## config.mk

```make
export PLATFORM = sky130hd
export DESIGN_NAME = mac_accumulator_bank_flat
export DESIGN_NICKNAME = d
export VERILOG_FILES = /design/src/rtl/mac_accumulator_bank_if.sv /design/src/rtl/mac_accumulator_bank.sv /design/src/flat_wrapper.sv
export SDC_FILE = /design/constraint.sdc
export NUM_CORES = 1
export LEC_CHECK = 0
export ABC_AREA = 1
export CAP_MARGIN = 20
export CORE_MARGIN = 4
export CORE_UTILIZATION = 40
export DETAILED_ROUTE_END_ITERATION = 6
export PLACE_DENSITY = 0.7
export SLEW_MARGIN = 20
export SYNTH_ARGS = -nofsm -noshare
export SYNTH_HDL_FRONTEND = slang
export SYNTH_SLANG_ARGS = --single-unit
```

## constraint.sdc

```tcl
create_clock -name clk -period 2.85 [get_ports clk]
set_clock_uncertainty 0.05 [all_clocks]
set_input_delay 0.285 -clock clk [delete_from_list [all_inputs] [get_ports clk]]
set_output_delay 0.285 -clock clk [all_outputs]
set_load 0.01 [all_outputs]
```

## src/rtl/mac_accumulator_bank_if.sv

```systemverilog
// Bundle for the lane-product input stream, the accumulation configuration
// and the result handshake toward the downstream reduction stage.
interface mac_accumulator_bank_if #(
  parameter int DATA_WIDTH = 25,
  parameter int IN_WIDTH   = 16,
  parameter int VEC_LENGTH = 4,
  parameter int CNT_WIDTH  = 8
);
  logic                         clear;
  logic [CNT_WIDTH-1:0]         cfg_len;
  logic [2:0]                   cfg_sel;
  logic                         in_valid;
  logic                         in_ready;
  logic signed [IN_WIDTH-1:0]   in_data [VEC_LENGTH];
  logic                         out_valid;
  logic                         out_ready;
  logic signed [DATA_WIDTH-1:0] accum [VEC_LENGTH];
  logic [2:0]                   sel;
  logic [VEC_LENGTH-1:0]        ovf;

  modport master (
    output clear, cfg_len, cfg_sel, in_valid, in_data, out_ready,
    input  in_ready, out_valid, accum, sel, ovf
  );

  modport slave (
    input  clear, cfg_len, cfg_sel, in_valid, in_data, out_ready,
    output in_ready, out_valid, accum, sel, ovf
  );
endinterface

```

## src/rtl/mac_accumulator_bank.sv

```systemverilog
// Bank of saturating signed lane accumulators. Each accumulation sums L
// per-lane products (L latched at the first accepted input), then holds the
// result with out_valid until the downstream stage takes it.
module mac_accumulator_bank #(
  parameter int DATA_WIDTH = 25,
  parameter int IN_WIDTH   = 16,
  parameter int VEC_LENGTH = 4,
  parameter int CNT_WIDTH  = 8
) (
  input logic                   clk,
  input logic                   rst_n,
  mac_accumulator_bank_if.slave bus
);

  typedef enum logic [1:0] {IDLE, ACCUM, HOLD} state_t;

  localparam logic signed [DATA_WIDTH-1:0] ACC_MAX = {1'b0, {(DATA_WIDTH-1){1'b1}}};
  localparam logic signed [DATA_WIDTH-1:0] ACC_MIN = {1'b1, {(DATA_WIDTH-1){1'b0}}};

  state_t                       state_q, state_d;
  logic signed [DATA_WIDTH-1:0] accum_q [VEC_LENGTH];
  logic signed [DATA_WIDTH-1:0] sum_res [VEC_LENGTH];
  logic [VEC_LENGTH-1:0]        sat_res;
  logic [VEC_LENGTH-1:0]        ovf_q;
  logic [2:0]                   sel_q;
  logic [CNT_WIDTH-1:0]         cnt_q, len_q, len_eff, cnt_inc;
  logic                         hs;

  // Signed add with clamp to the lane range; MSB of the result flags a clamp.
  function automatic logic [DATA_WIDTH:0] sat_add(
    input logic signed [DATA_WIDTH-1:0] acc,
    input logic signed [IN_WIDTH-1:0]   x
  );
    logic signed [DATA_WIDTH:0] wide;
    wide = (DATA_WIDTH+1)'(acc) + (DATA_WIDTH+1)'(x);
    if (wide[DATA_WIDTH] != wide[DATA_WIDTH-1])
      sat_add = wide[DATA_WIDTH] ? {1'b1, ACC_MIN} : {1'b1, ACC_MAX};
    else
      sat_add = {1'b0, wide[DATA_WIDTH-1:0]};
  endfunction

  // in_ready is gated by rst_n so nothing is offered while reset is held.
  assign bus.in_ready  = rst_n & (state_q != HOLD);
  assign bus.out_valid = (state_q == HOLD);
  assign hs            = bus.in_valid & bus.in_ready;
  assign len_eff       = (bus.cfg_len == '0) ? CNT_WIDTH'(1) : bus.cfg_len;
  assign cnt_inc       = cnt_q + CNT_WIDTH'(1);
  assign bus.sel       = sel_q;
  assign bus.ovf       = ovf_q;

  for (genvar i = 0; i < VEC_LENGTH; i++) begin : g_lane
    assign {sat_res[i], sum_res[i]} = sat_add(accum_q[i], bus.in_data[i]);
    assign bus.accum[i]             = accum_q[i];
  end

  // State register.
  always_ff @(posedge clk or negedge rst_n) begin
    if (!rst_n) state_q <= IDLE;
    else        state_q <= state_d;
  end

  // Next-state: clear wins; HOLD ignores inputs until the result is taken.
  always_comb begin
    state_d = state_q;
    if (bus.clear) begin
      state_d = IDLE;
    end else begin
      unique case (state_q)
        IDLE:    if (hs) state_d = (len_eff == CNT_WIDTH'(1)) ? HOLD : ACCUM;
        ACCUM:   if (hs && (cnt_inc == len_q)) state_d = HOLD;
        HOLD:    if (bus.out_ready) state_d = IDLE;
        default: state_d = IDLE;
      endcase
    end
  end

  // Lane accumulators, flags and latched configuration.
  always_ff @(posedge clk or negedge rst_n) begin
    if (!rst_n) begin
      for (int i = 0; i < VEC_LENGTH; i++) accum_q[i] <= '0;
      ovf_q <= '0;
      sel_q <= 3'b000;
      cnt_q <= '0;
      len_q <= '0;
    end else if (bus.clear) begin
      for (int i = 0; i < VEC_LENGTH; i++) accum_q[i] <= '0;
      ovf_q <= '0;
      sel_q <= 3'b000;
      cnt_q <= '0;
      len_q <= '0;
    end else if (hs && state_q == IDLE) begin
      // First product replaces whatever the previous result left behind.
      for (int i = 0; i < VEC_LENGTH; i++) accum_q[i] <= DATA_WIDTH'(bus.in_data[i]);
      ovf_q <= '0;
      sel_q <= bus.cfg_sel;
      len_q <= len_eff;
      cnt_q <= CNT_WIDTH'(1);
    end else if (hs && state_q == ACCUM) begin
      for (int i = 0; i < VEC_LENGTH; i++) accum_q[i] <= sum_res[i];
      ovf_q <= ovf_q | sat_res;
      cnt_q <= cnt_inc;
    end
  end

endmodule

```

## src/flat_wrapper.sv

```systemverilog
// flat-port wrapper written by rule: the top's interface ports become plain ports
module mac_accumulator_bank_flat 
#(
  parameter int DATA_WIDTH = 25,
  parameter int IN_WIDTH   = 16,
  parameter int VEC_LENGTH = 4,
  parameter int CNT_WIDTH  = 8
)
  (clk, rst_n, bus_clear, bus_cfg_len, bus_cfg_sel, bus_in_valid, bus_in_data, bus_out_ready, bus_in_ready, bus_out_valid, bus_accum, bus_sel, bus_ovf);
  mac_accumulator_bank_if #(.DATA_WIDTH(DATA_WIDTH), .IN_WIDTH(IN_WIDTH), .VEC_LENGTH(VEC_LENGTH), .CNT_WIDTH(CNT_WIDTH)) bus_i ();
  input logic clk;
  input logic rst_n;
  input wire logic [$bits(bus_i.clear)-1:0] bus_clear;
  input wire logic [$bits(bus_i.cfg_len)-1:0] bus_cfg_len;
  input wire logic [$bits(bus_i.cfg_sel)-1:0] bus_cfg_sel;
  input wire logic [$bits(bus_i.in_valid)-1:0] bus_in_valid;
  input wire logic [$bits(bus_i.in_data)-1:0] bus_in_data;
  input wire logic [$bits(bus_i.out_ready)-1:0] bus_out_ready;
  output wire logic [$bits(bus_i.in_ready)-1:0] bus_in_ready;
  output wire logic [$bits(bus_i.out_valid)-1:0] bus_out_valid;
  output wire logic [$bits(bus_i.accum)-1:0] bus_accum;
  output wire logic [$bits(bus_i.sel)-1:0] bus_sel;
  output wire logic [$bits(bus_i.ovf)-1:0] bus_ovf;
  assign bus_i.clear = bus_clear;
  assign bus_i.cfg_len = bus_cfg_len;
  assign bus_i.cfg_sel = bus_cfg_sel;
  assign bus_i.in_valid = bus_in_valid;
  assign bus_i.in_data = {>>{bus_in_data}};
  assign bus_i.out_ready = bus_out_ready;
  assign bus_in_ready = bus_i.in_ready;
  assign bus_out_valid = bus_i.out_valid;
  assign bus_accum = {>>{bus_i.accum}};
  assign bus_sel = bus_i.sel;
  assign bus_ovf = bus_i.ovf;
  mac_accumulator_bank #(.DATA_WIDTH(DATA_WIDTH), .IN_WIDTH(IN_WIDTH), .VEC_LENGTH(VEC_LENGTH), .CNT_WIDTH(CNT_WIDTH)) u_core (.clk(clk), .rst_n(rst_n), .bus(bus_i));
endmodule
```

# Yosys cells after proc, flatten, opt, wreduce, memory -nomap -nowiden
# Cells that the tools add are included.
# word_totals
inputBits,80
out_inout_bits,109
reg_bits,125
# classes
addsub,5
reduce_logical,8
n_eq_ne,12
mux,28
bitwise,3
# ops
op,count
100-bit 2-to-1 mux,3
25-bit by 16-bit adder with 26-bit output,4
26-bit 2-to-1 mux,4
25-bit 2-to-1 mux,4
8-bit 2-to-1 mux,6
4-bit 2-to-1 mux,3
2-bit 2-to-1 mux,5
"8-bit by 1-bit adder with 8-bit output, second input constant",1
"8-bit by 1-bit == test with 1-bit output, second input constant",1
8-bit == test,1
8-bit zero test,1
3-bit 2-to-1 mux,2
"3-bit by 2-bit inequality test with 1-bit output, second input constant",2
2-bit case mux with 3 select lines,1
1-bit inequality test,4
4-bit OR,1
1-bit logical AND,3
"3-bit inequality test, second input constant",1
3-bit AND reduction,1
3-bit nonzero test,1
1-bit AND,2
"2-bit by 1-bit == test with 1-bit output, second input constant",1
"2-bit == test, second input constant",1
2-bit zero test,1
2 further kinds,2

# Depth between registers and ports, before layout
# Gate-level depths: netlist of the first run.
# depth
ltp_word,7
ltp_mapped,20

# Worst setup path after synthesis of the first run
# Ideal clock, no wire load.
# synth_timing
path_kind,register to register
from,register u_core.accum_q (netlist bit u_core.bus.accum[9])
to,register u_core.accum_q (netlist bit u_core.bus.accum[17])
setup_time_ns,0.118
required_time_ns,2.682
t_arrival_ns,3.017
slack_ns,-0.335
path_stages_with_launch,21
cell_sequence,dfrtp_1 > ha_1 > inv_1 > o21ai_0 > a21oi_1 > nand2_1 > nand2_1 > nand3_1 > nand2_1 > o311ai_0 > or2_2 > nand2_1 > inv_1 > ha_1 > inv_1 > clkbuf_1 > o21ai_0 > nand2_2 > nand2_1 > nand2_1 > nand2_1
# synth_between
elab_chain_cells,6
# synth_lines
item,line,source
"start, declared",mac_accumulator_bank.sv:21,logic signed [DATA_WIDTH-1:0] accum_q [VEC_LENGTH];
25-bit by 16-bit adder with 26-bit output (*),mac_accumulator_bank.sv:35,wide = (DATA_WIDTH+1)'(acc) + (DATA_WIDTH+1)'(x);
25-bit 2-to-1 mux / 1-bit inequality test (equally long branches),"mac_accumulator_bank.sv:37, mac_accumulator_bank.sv:36",
26-bit 2-to-1 mux (*),mac_accumulator_bank.sv:36,if (wide[DATA_WIDTH] != wide[DATA_WIDTH-1])
100-bit 2-to-1 mux (*),mac_accumulator_bank.sv:98,end else if (hs && state_q == ACCUM) begin
100-bit 2-to-1 mux (*),mac_accumulator_bank.sv:91,end else if (hs && state_q == IDLE) begin
100-bit 2-to-1 mux (*),mac_accumulator_bank.sv:85,end else if (bus.clear) begin
# Mark *: on every way between the ends. The rest lies on a longest branch, timed or not. The select of a mux whose other input is x is not followed.
# A chain may end at the register's enable or synchronous reset.

# Final worst setup path of the first run
# layout_timing
from,input bus_in_data[0]
to,register u_core.accum_q (netlist bit u_core.bus.accum[5])
# layout_between
elab_chain_cells,6
# layout_lines
item,line,source
"start, declared",flat_wrapper.sv:17,input wire logic [$bits(bus_i.in_data)-1:0] bus_in_data;
25-bit by 16-bit adder with 26-bit output (*),mac_accumulator_bank.sv:35,
25-bit 2-to-1 mux / 1-bit inequality test (equally long branches),"mac_accumulator_bank.sv:37, mac_accumulator_bank.sv:36",
26-bit 2-to-1 mux (*),mac_accumulator_bank.sv:36,
100-bit 2-to-1 mux (*),mac_accumulator_bank.sv:98,
100-bit 2-to-1 mux (*),mac_accumulator_bank.sv:91,
100-bit 2-to-1 mux (*),mac_accumulator_bank.sv:85,
# Marks and branches as above.

==> metrics.txt, run 1 <==
status=complete, no violations; slew margin rel.=0.391; Congestion Overflow GR=0; crit-path max FO=5; crit end category=flip-flop; DRT Wirelength=44.6 mm; synth top area cells=dfrtp_1 (24%), nand2_1 (22%), ha_1 (9.9%), nor2_1 (7.4%), nand3_1 (5.4%); Final nets=2620; FF-to-FF Start=u_core.bus.accum[0]$_DFFE_PN0P_; vias in the first global route=14700; Tightest Pin Transition=0.913 ns; area delta synth->final=37.8%; Sink Count=125; All-Layer GR Usage=0.248; CTS H-tree depth=4; WL met1=20.1 mm; global placement routability congestion=1.02; Port Buf Inserts=188; CP Class=primary input to flip-flop; worst min path class=primary input to async pin; Syn Std Cell Area=13000 sq um; die width=188 um; initial DRC count=979; most frequent cells in the layout=nand2_1 (749), nor2_1 (252), clkdlybuf4s50_1 (185); I/O pin cnt=189; Root Driver=clkbuf_16; Avg Vias per Cell=5.17; Die Height=188 um; Final HPWL DP=34.0 mm; first-pass GRT wire length=73.1 mm; CTS tree=built; met2 wire len=20.5 mm; Min Hold Slack=0.148 ns; initial cell density of the core=0.409; TritonRoute pass-1 iters=5; ratio of final minimum period to clock period=0.991; most common cell after layout, fill and taps aside=nand2_1; Critical-path top delay cell=clkdlybuf4s50_1; Residual DRC=0; Crit path largest cell delay=0.51 ns; Syn. warnings=0; Final setup viols=0; clk_lat worst skew=0.44 ns; Antenna diodes=0; Post-Syn Nets=2269; initial antenna violation count=0; Max IR drop VDD=463 uV; r2r setup slk=0.04 ns; RSZ-0062 raised after global routing=yes; CP startpoint=bus_in_data[0]; met3 wire length=2.81 mm; Post-synth ARST share=1.00; crit-path cells=clkdlybuf4s50_1 -> ha_2 -> inv_1 -> fa_2 -> o21ai_4 -> nand3_2 -> nand3_2 -> nand2_1 -> o311ai_2 -> nand2_1 -> nand2_4 -> inv_4 -> ha_4 -> inv_8 -> clkbuf_16 -> nand3_2 -> nand2_1 -> nand2_1 -> nand2_1 -> nand2_1; PwrDens=685 nW/um^2; Worst EP required=3.14 ns; Leakage Power=0.00942 uW; Total Die Area=35400 sq um; Antenna Violating Nets Remaining=0; Mean Syn Cell Area=6.24 sq um; CTS clk-pin slew, worst paths=0.07 ns; CTS Buffer Depth=2; vias=14900; layout cell share with drive strength beyond 1=0.160; setup TNS=0 ns; max-cap violations=0; Post-synth EDFFs=0; final hold violation count=0; largest net degree at the start of global routing=70; Most Frequent Cell on Critical Path=nand2_1; Mapped Cells=2082; Post-synth top flop=dfrtp_1; DR top layer=met4; Slew Viols, Final=0; CTS Buf Count=17; drt wl/cell=15.5 um; Crit path arrival time=3.11 ns; Tmin final=2.82 ns; #FFs+latches synth=125; leading area contributor after synthesis=dfrtp_1; Fmax=354 MHz; Seq/Total Area, Yosys=0.241; Rows=65; Post-Place Cells=2834; Yosys top cell area share=0.241; post-route insts no fill=2881; Startpoint Class=primary input; FILL cells=3056; core area=31800 sq um; unique cell type count in the Yosys netlist=47
-- metal layers --
metal / track usage / vias to the layer above
li1: - / 7472
met1: 0.325 / 6901
met2: 0.416 / 452
met3: 0.0469 / 78
met4: 0.0751 / 0
met5: 0 / -
-- kinds of logic (layout without fill, tap and decap cells) --
family,after synthesis,after routing,share of synthesized area
adders and majority gates,107,107,0.105
AOI/OAI and AO/OA,237,237,0.102
xor gates and xnor gates,60,60,0.0405
buffers and inverters,233,597,0.0756
and+or+nand+nor,1320,1320,0.436
DFF,125,125,0.241
-- worst max-delay path: cells and delay by family --
kind	cells	cell delay, ns
AO/OA/AOI/OAI	2	0.29
adder cells (fa/ha/maj)	3	0.84
buffers and inverters	5	0.89
AND/OR/NAND/NOR	10	0.81
-- synthesized netlist by cell type, types with 3 or more instances --
cell      instances
nand2_1         758
nor2_1          255
inv_1           177
nand3_1         139
dfrtp_1         125
a21oi_1         108
ha_1            103
o21ai_0          64
nand4_1          50
xnor2_1          33
nand2_2          27
xor2_1           27
nand3_2          25
nor3_1           24
clkbuf_1         20
buf_2            16
o21bai_1         12
or2_2            12
nor2_2           10
o22ai_1          10
a21o_1            9
buf_6             9
a31oi_1           6
inv_2             6
o21ai_1           6
a21boi_0          4
and2_1            4
fa_1              4
a211oi_1          3
a21oi_2           3
nand2_4           3
nand3b_1          3
nor4_1            3
o21a_1            3
-- power breakdown --
part / switching, uW / internal [uW] / leakage, uW
Clock: 936 / 1580 / 0.000311
Combinational: 4130 / 3260 / 0.00739
Sequential: 287 / 2060 / 0.00171
-- state kept, by name, indices dropped and copies added, names as in the netlist --
name and cells:
u_core.bus.accum 100, u_core.bus.sel 3, u_core.bus.ovf 4, u_core.cnt_q 8, u_core.state_q 2, u_core.len_q 8
-- area by class of cell --
class	count	area, sq um	share of cell area
multi-input cells	1724	9360	0.523
repair buffers	381	3510	0.196
flip-flops and latches	125	3130	0.175
inverters	184	703	0.0393
well taps	435	544	0.0304
clock buffers	19	443	0.0247
clock inverters	13	213	0.0119
-- final timing paths --
| kind | endpoint | cells past startpoint |
|---|---|---|
| min reg2reg | u_core.bus.sel[1]$_DFFE_PN0P_ | 2 |
| max | u_core.bus.accum[5]$_DFFE_PN0P_ | 20 |
| max reg2reg | u_core.bus.accum[5]$_DFFE_PN0P_ | 19 |
| min in group clk | u_core.bus.sel[1]$_DFFE_PN0P_ | 3 |
| min | u_core.bus.accum[4]$_DFFE_PN0P_ | 2 |
| max in group asynchronous | u_core.state_q[0]$_DFFE_PN0P_ | 3 |
-- stage by stage --
step | total power [uW] | cell area (sq um) | setup WS [ns] | util
after floorplan | 6360 | 13000 | 0.00141 | -
after global placement | 8840 | 16600 | -0.614 | 0.523
after detailed placement | 8930 | 16600 | -0.723 | 0.523
after CTS | 11800 | 17600 | 0.0137 | 0.552
after global routing | 13200 | 17900 | -0.101 | 0.563
final | 12300 | 17900 | 0.0270 | 0.563
-- repair_timing --
action | in CTS | in global routing
gates cloned | 1 | 2
hold buffers | 1 | 0
buffers inserted | 6 | 5
pin swaps | 16 | 51
gates resized for setup | 36 | 68
setup endpoints to repair | 24 | 25
endpoints found under the hold margin | 3 | 0
No activity file was read; power rests on OpenSTA's default activity.
==> run 2, diff against run 1 <==
- SKIP_LAST_GASP: default -> 1
==> metrics.txt, run 2 (same netlist as run 1, synthesis figures left out) <==
Worst R2R Path Depth=19 (unchanged); Residual DRC=0 (unchanged); crit end category=flip-flop (unchanged); CTS Buf Count=17 (unchanged); Worst EP required=3.13 ns (was 3.14 ns); I/O pin cnt=189 (unchanged); met3 wire length=2.69 mm (was 2.81 mm); register cell area after layout=3130 sq um (unchanged); Tightest Pin Transition=0.914 ns (was 0.913 ns); initial DRC count=997 (was 979); Post-Place Cells=2834 (unchanged); CTS H-tree depth=4 (unchanged); area delta synth->final=37.7% (was 37.8%); PwrDens=684 nW/um^2 (was 685 nW/um^2); vias=14900 (about the same); CTS Buffer Depth=2 (unchanged); initial antenna violation count=0 (unchanged); largest net degree at the start of global routing=70 (unchanged); status=complete, no violations (unchanged); number of flip-flops under the largest register name=100 (unchanged); initial cell density of the core=0.409 (unchanged); Tmin final=2.82 ns (about the same); core area=31800 sq um (unchanged); All-Layer GR Usage=0.248 (unchanged); worst min path class=primary input to async pin (unchanged); Final nets=2620 (unchanged); Tot Pwr=12200 uW (was 12300 uW); DRT Wirelength=44.5 mm (was 44.6 mm); vias in the first global route=14700 (unchanged); Final HPWL DP=34.0 mm (unchanged); most common cell after layout, fill and taps aside=nand2_1 (unchanged); Leakage Power=0.00941 uW (was 0.00942 uW); post-route insts no fill=2881 (unchanged); Crit path arrival time=3.10 ns (was 3.11 ns); Port Buf Inserts=188 (unchanged); final hold violation count=0 (unchanged); Die Height=188 um (unchanged); layout cell share with drive strength beyond 1=0.159 (was 0.160); placed instance area=16600 sq um (unchanged); DR top layer=met4 (unchanged); slew margin rel.=0.391 (about the same); Avg Vias per Cell=5.17 (about the same); area of the multi-input gates=9340 sq um (was 9360 sq um); CTS tree=built (unchanged); FILL cells=3061 (was 3056); ratio of final minimum period to clock period=0.989 (was 0.991); global placement routability congestion=1.02 (unchanged); Final setup viols=0 (unchanged); CP Class=primary input to flip-flop (unchanged); Antenna diodes=0 (unchanged); TritonRoute pass-1 iters=5 (unchanged); Slew Viols, Final=0 (unchanged); CTS clk-pin slew, worst paths=0.07 ns (about the same); Fmax=355 MHz (was 354 MHz); area of all placed cells without fillers=17900 sq um (about the same); die width=188 um (unchanged); Sink Count=125 (unchanged); Post-Route Utilization=0.563 (about the same); Rows=65 (unchanged); max-cap violations=0 (unchanged); RSZ-0062 raised after global routing=yes (unchanged); clk_lat worst skew=0.44 ns (about the same); first-pass GRT wire length=73.1 mm (unchanged); met2 wire len=20.6 mm (was 20.5 mm); Max IR drop VDD=463 uV (about the same); crit-path max FO=5 (unchanged); Startpoint Class=primary input (unchanged); WL met1=20.2 mm (was 20.1 mm); Total Die Area=35400 sq um (unchanged); Antenna Violating Nets Remaining=0 (unchanged); Congestion Overflow GR=0 (unchanged); Root Driver=clkbuf_16 (unchanged); most frequent cells in the layout=nand2_1 (749), nor2_1 (252), clkdlybuf4s50_1 (185) (unchanged); drt wl/cell=15.4 um (was 15.5 um)
-- run 2: worst paths after layout --
kind	to	from	slack [ns]
max	u_core.bus.accum[12]$_DFFE_PN0P_	bus_in_data[0]	0.03
min	u_core.bus.accum[4]$_DFFE_PN0P_	rst_n	0.15
max reg2reg	u_core.bus.accum[12]$_DFFE_PN0P_	u_core.bus.accum[0]$_DFFE_PN0P_	0.04
min reg2reg	u_core.bus.sel[1]$_DFFE_PN0P_	u_core.bus.sel[1]$_DFFE_PN0P_	0.43
max in group asynchronous	u_core.state_q[0]$_DFFE_PN0P_	rst_n	1.47
min in group clk	u_core.bus.sel[1]$_DFFE_PN0P_	bus_cfg_sel[1]	0.35
-- run 2: metrics by stage --
stage	setup TNS [ns]	hold slack, ns	worst slack (ns)
3_3_place_gp	-14.31	0.0363	-0.614
5_1_grt	-1.75	0.136	-0.101
2_1_floorplan	0	-0.0606	0.00141
3_5_place_dp	-18.68	0.0374	-0.723
4_1_cts	0	0.133	0.0137
6_report	0	0.146	0.0326
-- run 2: layout make-up --
| cell class | instances | share of cell area |
|---|---|---|
| clock inverters | 13 | 0.0119 |
| well taps | 435 | 0.0304 |
| flip-flops and latches | 125 | 0.175 |
| inverters | 184 | 0.0393 |
| repair buffers | 381 | 0.196 |
| multi-input cells | 1724 | 0.522 |
| clock buffers | 19 | 0.0248 |
-- run 2: metal layers --
metal	vias to the layer above	GRT usage
li1	7470	-
met1	6884	0.325
met2	459	0.416
met3	71	0.0469
met4	0	0.0751
met5	-	0
-- run 2: power by group --
| group | internal [uW] | switching, uW |
|---|---|---|
| sequential | 2060 | 289 |
| clock | 1580 | 934 |
| combinational | 3260 | 4110 |
-- run 2: worst max-delay path, cell delays in order --
cell	delay [ns]
clkdlybuf4s50_1	0.51
ha_2	0.19
inv_1	0.06
fa_2	0.37
o21ai_4	0.21
nand3_2	0.09
nand3_2	0.09
nand2_1	0.06
o311ai_2	0.08
nand2_1	0.14
nand2_4	0.09
inv_4	0.04
ha_4	0.28
inv_8	0.11
clkbuf_16	0.16
nand3_2	0.06
nand2_1	0.06
nand2_1	0.05
nand2_1	0.09
nand2_1	0.05
-- run 2: what timing repair did --
action                                  4_1_cts  5_1_grt
endpoints found under the setup margin       24       25
gates cloned                                  1        2
endpoints found under the hold margin         3        0
setup buffers                                 6        5
pin swaps                                    16       49
hold buffers                                  1        0
resized for setup                            36       64
==> run 3, diff against run 2 <==
- CAP_MARGIN: 20 -> default
- SKIP_LAST_GASP: 1 -> default
==> results of run 3 <==
No change in the layout: final DEF, timing and power equal those of run 1.
